`src/rtl/aes_fu_pkg.sv`:
```
// Shared definitions for the AES functional-unit arbiter: FSM encoding,
// parameter defaults and width helpers.
package aes_fu_pkg;

  localparam int unsigned NREQ_DEFAULT    = 2;
  localparam int unsigned TIMEOUT_DEFAULT = 15;

  typedef enum logic [1:0] {
    ST_IDLE  = 2'd0,
    ST_ISSUE = 2'd1,
    ST_RESP  = 2'd2
  } fu_state_t;

  function automatic int unsigned cnt_width(input int unsigned timeout);
    return $clog2(timeout) + 1;
  endfunction

  function automatic int unsigned idx_width(input int unsigned n);
    return (n > 1) ? $clog2(n) : 1;
  endfunction

endpackage

```
`src/rtl/aes_rr_pick.sv`:
```
// Combinational round-robin picker: first set bit of req at or above ptr,
// wrapping at N.
module aes_rr_pick
  import aes_fu_pkg::*;
#(
  parameter int unsigned N  = NREQ_DEFAULT,
  parameter int unsigned IW = idx_width(N)
) (
  input  logic [N-1:0]  req,
  input  logic [IW-1:0] ptr,
  output logic [N-1:0]  gnt,
  output logic [IW-1:0] idx,
  output logic          any
);

  always_comb begin
    int unsigned j;
    j   = 0;
    gnt = '0;
    idx = '0;
    any = 1'b0;
    for (int unsigned k = 0; k < N; k++) begin
      j = (32'(ptr) + k) % N;
      if (!any && req[j]) begin
        any = 1'b1;
        idx = IW'(j);
      end
    end
    if (any) gnt[idx] = 1'b1;
  end

endmodule

```
`src/rtl/aes_fu_arbiter.sv`:
```
// Round-robin arbiter sharing one AES functional unit between NREQ requesters;
// operands latched at grant, one operation outstanding, result held until accepted.
module aes_fu_arbiter
  import aes_fu_pkg::*;
#(
  parameter int unsigned NREQ    = NREQ_DEFAULT,
  parameter int unsigned TIMEOUT = TIMEOUT_DEFAULT
) (
  input  logic               g_clk,
  input  logic               g_resetn,
  input  logic [NREQ-1:0]    req_valid,
  output logic [NREQ-1:0]    req_ready,
  input  logic [NREQ-1:0]    req_dec,
  input  logic [NREQ-1:0]    req_mix,
  input  logic [32*NREQ-1:0] req_rs1,
  output logic [NREQ-1:0]    rsp_valid,
  input  logic [NREQ-1:0]    rsp_ready,
  output logic [31:0]        rsp_rd,
  output logic               rsp_err,
  output logic               fu_valid,
  output logic               fu_dec,
  output logic               fu_mix,
  output logic [31:0]        fu_rs1,
  input  logic               fu_ready,
  input  logic [31:0]        fu_rd
);

  localparam int unsigned IW = idx_width(NREQ);
  localparam int unsigned CW = cnt_width(TIMEOUT);

  fu_state_t       state_q, state_d;
  logic [IW-1:0]   ptr_q, owner_q;
  logic            dec_q, mix_q, err_q;
  logic [31:0]     rs1_q, rd_q;
  logic [CW-1:0]   cnt_q;

  logic [NREQ-1:0] pick_gnt;
  logic [IW-1:0]   pick_idx;
  logic            pick_any;
  logic            grant;
  logic            owner_ack;
  logic            cnt_last;
  logic [NREQ-1:0] owner_oh;

  aes_rr_pick #(
    .N  (NREQ),
    .IW (IW)
  ) u_pick (
    .req (req_valid),
    .ptr (ptr_q),
    .gnt (pick_gnt),
    .idx (pick_idx),
    .any (pick_any)
  );

  // Qualifying with g_resetn keeps req_ready low while reset is held, even
  // though the state register already reads IDLE.
  assign grant     = (state_q == ST_IDLE) && g_resetn && pick_any;
  assign owner_ack = rsp_ready[owner_q];
  assign cnt_last  = (cnt_q == CW'(TIMEOUT - 1));

  always_comb begin
    owner_oh          = '0;
    owner_oh[owner_q] = 1'b1;
  end

  always_ff @(posedge g_clk or negedge g_resetn) begin
    if (!g_resetn) state_q <= ST_IDLE;
    else           state_q <= state_d;
  end

  always_comb begin
    state_d = state_q;
    case (state_q)
      ST_IDLE:  if (grant) state_d = ST_ISSUE;
      ST_ISSUE: if (fu_ready || cnt_last) state_d = ST_RESP;
      ST_RESP:  if (owner_ack) state_d = ST_IDLE;
      default:  state_d = ST_IDLE;
    endcase
  end

  always_ff @(posedge g_clk or negedge g_resetn) begin
    if (!g_resetn) begin
      ptr_q   <= '0;
      owner_q <= '0;
      dec_q   <= 1'b0;
      mix_q   <= 1'b0;
      rs1_q   <= '0;
      rd_q    <= '0;
      err_q   <= 1'b0;
      cnt_q   <= '0;
    end else if (grant) begin
      owner_q <= pick_idx;
      dec_q   <= req_dec[pick_idx];
      mix_q   <= req_mix[pick_idx];
      rs1_q   <= req_rs1[32*pick_idx +: 32];
      cnt_q   <= '0;
      ptr_q   <= (pick_idx == IW'(NREQ - 1)) ? '0 : pick_idx + IW'(1);
    end else if (state_q == ST_ISSUE) begin
      if (fu_ready) begin
        rd_q  <= fu_rd;
        err_q <= 1'b0;
      end else if (cnt_last) begin
        rd_q  <= '0;
        err_q <= 1'b1;
      end else begin
        cnt_q <= cnt_q + CW'(1);
      end
    end
  end

  assign req_ready = grant ? pick_gnt : '0;
  assign rsp_valid = (state_q == ST_RESP) ? owner_oh : '0;
  assign rsp_rd    = rd_q;
  assign rsp_err   = err_q;
  assign fu_valid  = (state_q == ST_ISSUE);
  assign fu_dec    = dec_q;
  assign fu_mix    = mix_q;
  assign fu_rs1    = rs1_q;

endmodule
```
`config.mk`:
```
export PLATFORM = sky130hd
export DESIGN_NAME = aes_fu_arbiter
export DESIGN_NICKNAME = d
export VERILOG_FILES = /design/src/rtl/aes_fu_pkg.sv /design/src/rtl/aes_rr_pick.sv /design/src/rtl/aes_fu_arbiter.sv
export SDC_FILE = /design/constraint.sdc
export NUM_CORES = 1
export LEC_CHECK = 0
export ABC_CLOCK_PERIOD_IN_PS = 2800
export CORE_MARGIN = 5
export CORE_UTILIZATION = 30
export CTS_BUF_LIST = sky130_fd_sc_hd__clkbuf_16
export DETAILED_ROUTE_END_ITERATION = 7
export HOLD_SLACK_MARGIN = 0.03
export SETUP_SLACK_MARGIN = 0.15
export SYNTH_ARGS = -nofsm -noshare
export SYNTH_HDL_FRONTEND = slang
export SYNTH_SLANG_ARGS = --single-unit
export TNS_END_PERCENT = 5
```
`constraint.sdc`:
```
create_clock -name g_clk -period 2.8 [get_ports g_clk]
set_input_delay 0.56 -clock g_clk [delete_from_list [all_inputs] [get_ports g_clk]]
set_output_delay 0.56 -clock g_clk [all_outputs]
set_load 0.02 [all_outputs]
```
Yosys cells after proc, flatten, opt, wreduce, memory -nomap -nowiden
Cells that the tools add are included.
- reductions and logical operators: 13
- mux-type cells: 34
- bitwise logic cells: 1
- add/sub/neg operators: 3
- eq/ne operators: 8
- shift-type cells: 1
- $lt $le $gt $ge: 6
- operators with widths (cell ; number):
    $mux 32 ; 2
    $shiftx 64x7->32 ; 1
    $mux 5 ; 4
    $mux 1 ; 19
    $mux 2 ; 6
    $reduce_and 3->1 ; 3
    $lt 1x2->1 const B ; 4
    $ne 2x2->1 const B ; 3
    $pmux 2 s3 ; 1
    $add 5x1->5 const B ; 1
    $eq 5x4->1 const B ; 1
    $logic_and 1x1->1 ; 5
    $ne 2x1->1 const B ; 2
    $reduce_bool 2->1 ; 2
    $add 1x1->1 const B ; 2
    $demux 1 s1 ; 2
    $eq 2x1->1 const B ; 1
    $eq 2x2->1 const B ; 1
    $ge 1x1->1 const B ; 2
    $logic_not 2->1 ; 1
    $logic_not 1->1 ; 1
    $logic_or 1x1->1 ; 1
    $not 1->1 ; 1
- output and inout bits: 72
- bits of input ports: 107
- logic and storage cells: 75
- register bits: 76

Depth between registers and ports, before layout
Gate-level depths: netlist (run 1).
- depth after elaboration: 12
- mapped depth: 7
- depth with buffers taken out: 5

Hierarchy
Synthesis (run 1) repeated with hierarchy kept, for this count alone.
- cell total of the unflattened synthesis: 281
- area, all modules: 3250.6 µm²
- modules (own cells, without submodules) (module ; cells each ; area an instance (µm²) ; sequential area each (µm²) ; instances):
    aes_fu_arbiter ; 276 ; 3218.1 ; 1901.8 ; 1
    aes_rr_pick ; 5 ; 32.5 ; 0.0 ; 1

Least setup slack after synthesis (run 1)
OpenSTA, ideal clock, no wires.
- path kind: input to output
- from: input g_resetn
- to: output req_ready[0]
- buffers on the path: 2
- stages: 4
- arrival time: 1301 ps
- setup slack: 939 ps
- cell sequence: nor3b_4 and3_1 buf_6 buf_6
- longest elaborated chain between the ends: 3
- ends and longest elaborated chain (what ; line ; RTL):
    from (decl) ; aes_fu_arbiter.sv:10 ; input logic g_resetn,
    $logic_and 1x1->1 (2 in a row) ; aes_fu_arbiter.sv:58 ; assign grant = (state_q == ST_IDLE) && g_resetn && pick_any;
    $mux 2 ; aes_fu_arbiter.sv:112 ; assign req_ready = grant ? pick_gnt : '0;
    to (decl) ; aes_fu_arbiter.sv:12 ; output logic [NREQ-1:0] req_ready,
Every way passes these cells.

Worst setup path in the final report (run 1)
- from: register state_q[0]
- to: output req_ready[0]
- longest elaborated chain between the ends: 4
- ends and longest elaborated chain (what ; line ; RTL):
    from (decl) ; aes_fu_arbiter.sv:31 ; fu_state_t state_q, state_d;
    from (signal assigned) ; aes_fu_arbiter.sv:69 ; else state_q <= state_d;
    $logic_not 2->1 ; aes_fu_arbiter.sv:58 ;
    $logic_and 1x1->1 (2 in a row) ; aes_fu_arbiter.sv:58 ;
    $mux 2 ; aes_fu_arbiter.sv:112 ;
Every way passes these cells.

==> results of run 1 <==
-- worst max-delay path, cell delays in order, from the launching register on --
cell and delay (ns):
dfrtp_1 0.47, nor3b_4 0.28, and3_1 0.23, clkdlybuf4s50_1 0.64
-- how the worst max path moves through the flow --
stage                      start           end  slack [ns]  depth (start not counted)
global route          state_q[1]  req_ready[0]        0.20                          3
finish                state_q[0]  req_ready[0]        0.29                          3
CTS                   state_q[0]  req_ready[0]        0.27                          3
detailed placement  req_valid[0]  req_ready[1]        0.31                          4
global placement    req_valid[0]  req_ready[1]        0.31                          4
floorplan               g_resetn  req_ready[0]        0.94                          4
-- final cells by class --
| cell class | count | area share |
|---|---|---|
| inverter | 5 | 0.00347 |
| clock inverter | 6 | 0.0150 |
| multi-input combinational | 140 | 0.216 |
| timing repair buffer | 186 | 0.340 |
| sequential | 76 | 0.352 |
| clock buffer | 9 | 0.0416 |
| tap | 140 | 0.0324 |
-- stage by stage --
stage / hold slack (ns) / cells / worst slack, ns
6_report: 0.495 / 562 / 0.295
5_1_grt: 0.510 / 562 / 0.196
4_1_cts: 0.502 / 562 / 0.270
3_5_place_dp: 0.481 / 547 / 0.308
3_3_place_gp: 0.481 / 547 / 0.313
2_1_floorplan: 0.264 / 244 / 0.939
-- sequential cells by signal, indices dropped and copies added, names as in the netlist, 2 cells and up --
| register | count |
|---|---|
| fu_rs1 | 32 |
| state_q | 2 |
| rsp_rd | 32 |
| cnt_q | 5 |
-- cells by family after synthesis --
kind of cell             synth area share
AND/OR/NAND/NOR                    0.0494
buffers and inverters              0.0529
AO/OA/AOI/OAI                       0.297
flip-flops                          0.587
adder cells (fa/ha/maj)           0.00772
multiplexers                      0.00618
-- power breakdown --
| part | switching [mW] | internal, mW | leakage, nW |
|---|---|---|---|
| Clock | 0.429 | 0.769 | 0.152 |
| Combinational | 1.35 | 1.48 | 1.19 |
| Sequential | 0.305 | 1.60 | 0.952 |
-- metal layers --
metal	GRT usage	wire, um
met3	0.0584	962
met4	0.0515	163
met5	0	0
met1	0.204	4640
met2	0.231	4380
-- layout by cell type (no fill, tap or decap) --
master           count
nand4bb_1            1
inv_1                6
buf_4                9
a21oi_1              2
dfrtp_1             76
a21boi_0            34
a311oi_1             1
a21o_1               2
nor3_1               1
nor2_1               2
a221o_1             34
or3b_2               2
and3_1               2
ha_1                 2
nor3b_1              1
o32ai_1              1
or2_1                1
nor2b_2              1
a211oi_1             1
bufinv_16            2
o21ai_0              4
clkdlybuf4s50_1    177
nand2_1              4
a22o_1              32
clkinvlp_4           1
and3b_1              1
o21ai_2              1
nand2b_1             1
clkinv_2             2
or3_1                1
nor3b_4              1
or4_1                1
nand3_1              1
clkbuf_16            9
o22ai_1              1
and4b_1              1
and2_1               1
mux2i_1              2
==> flow_metrics.py, run 1 <==
metrics = {
    "sta": {
        "drv_slew": 0,
        "final-hold-violation-count": 0,
        "fmax_mhz": 399,
        "rsz0062_at_grt": "no",
        "fin_crit_ns": 2.51,
        "timing.final.crit_share": 0.895,
        "setup_tns_ns": 0,
        "relSlewSlack": 0.353,
        "skew_ns": 0.00673,
        "setup_viol": 0,
        "worstMarginPinSlew_ns": 0.970,
    },
    "placed_design": {
        "port-buffer-count": 178,
        "dp_hpwl_um": 7080,
        "dpl-instance-area_um2": 5100,
        "gp_congestion": 0.771,
    },
    "synthesis": {
        "netlist.area_leader.share": 0.587,
        "yosysWarnings": 0,
        "syn_nets": 353,
        "syn_area_um2": 3240,
        "synth_area_leader_cell": "dfrtp_1",
        "synth.avg_cell_area_um2": 13.3,
        "synth_edf_count": 0,
        "synthArstFlopShare": 1.00,
        "syn_inst": 244,
        "ys_ff_latch": 76,
        "ys_types": 36,
        "ys_top_cells_by_area": "dfrtp_1, a221o_1, a22o_1",
        "synth_most_common_cell": "dfrtp_1",
        "yosysSeqAreaShare": 0.587,
        "synth_common_cells": "dfrtp_1, a21boi_0, a221o_1, a22o_1, clkbuf_1",
        "yosys_most_used_dff": "dfrtp_1",
    },
    "drt": {
        "ant_nets": 0,
        "drtIter0Drc": 116,
        "drc_errors": 0,
        "viasPerCell": 5.00,
        "num_vias": 2811,
        "post_drt_wl_per_cell_um": 18.1,
        "routed_wl_um": 10200,
        "drt-pass1-iter-count": 4,
    },
    "run": {
        "max_cap_violations": 0,
    },
    "clocking": {
        "cts_tree": "built",
        "cts_setup_buffers": 0,
        "clock_latency_ns": 0.32,
        "root_buffer": "clkbuf_16",
        "hold_buffers": 0,
        "numClockSinks": 76,
        "clkTransAtPathRegs_ns": 0.06,
        "htree_levels": 3,
        "ctsResizeCount": 0,
        "cts-buffers-inserted": 9,
        "cts_max_path_buffers": 2,
    },
    "setup_path": {
        "r2r-start": "cnt_q[0]",
        "worst_r2r_endpoint": "state_q[1]",
        "worstSetupStartpointType": "flip-flop",
        "r2r_cells": 6,
        "crit_path_end_kind": "output port",
        "cp.required_ns": 2.24,
        "arrival_ns": 1.95,
        "crit_type": "flip-flop to output port",
        "crit_fanout": 8,
        "r2r_slack_ns": 1.10,
    },
    "final_layout": {
        "multi_input_area_um2": 1170,
        "drive_gt1_frac": 0.0664,
        "nNetsFinal": 527,
        "final.fill_count": 969,
        "area_delta_synth_final_pct": 66.9,
        "fin_util": 0.505,
        "seq_area_um2": 1900,
        "final_cell_area_um2": 5410,
        "insertedDiodeCount": 0,
    },
    "grt": {
        "grt_overflow": 0,
        "antenna_found_initial": 0,
        "grtUsageTotal": 0.154,
        "grt_pass1_wl_um": 15900,
        "grt_max_degree": 77,
        "grt_pass1_vias": 3003,
    },
    "power": {
        "p_total_mw": 5.93,
        "vdd_drop_max_v": 0.000467,
        "p_leak_nw": 2.29,
        "power.density_nw_per_um2": 1100,
    },
    "die": {
        "start_util": 0.303,
        "die_w_um": 114,
        "die-area_um2": 13000,
        "num_rows": 38,
        "coreArea_um2": 10700,
        "die_h_um": 114,
        "io_pins": 179,
    },
    "worst_hold_path": {
        "hold_class": "input port to asynchronous set/reset pin",
    },
    "status": {
        "outcome": "finished clean",
    },
}
No activity file was read; power rests on OpenSTA's default activity.
==> run 2, diff against run 1 <==
Settings changed: ABC_CLOCK_PERIOD_IN_PS 2800 to default.
==> results of run 2 <==
Final layout, timing and power as in run 1 (identical DEF).
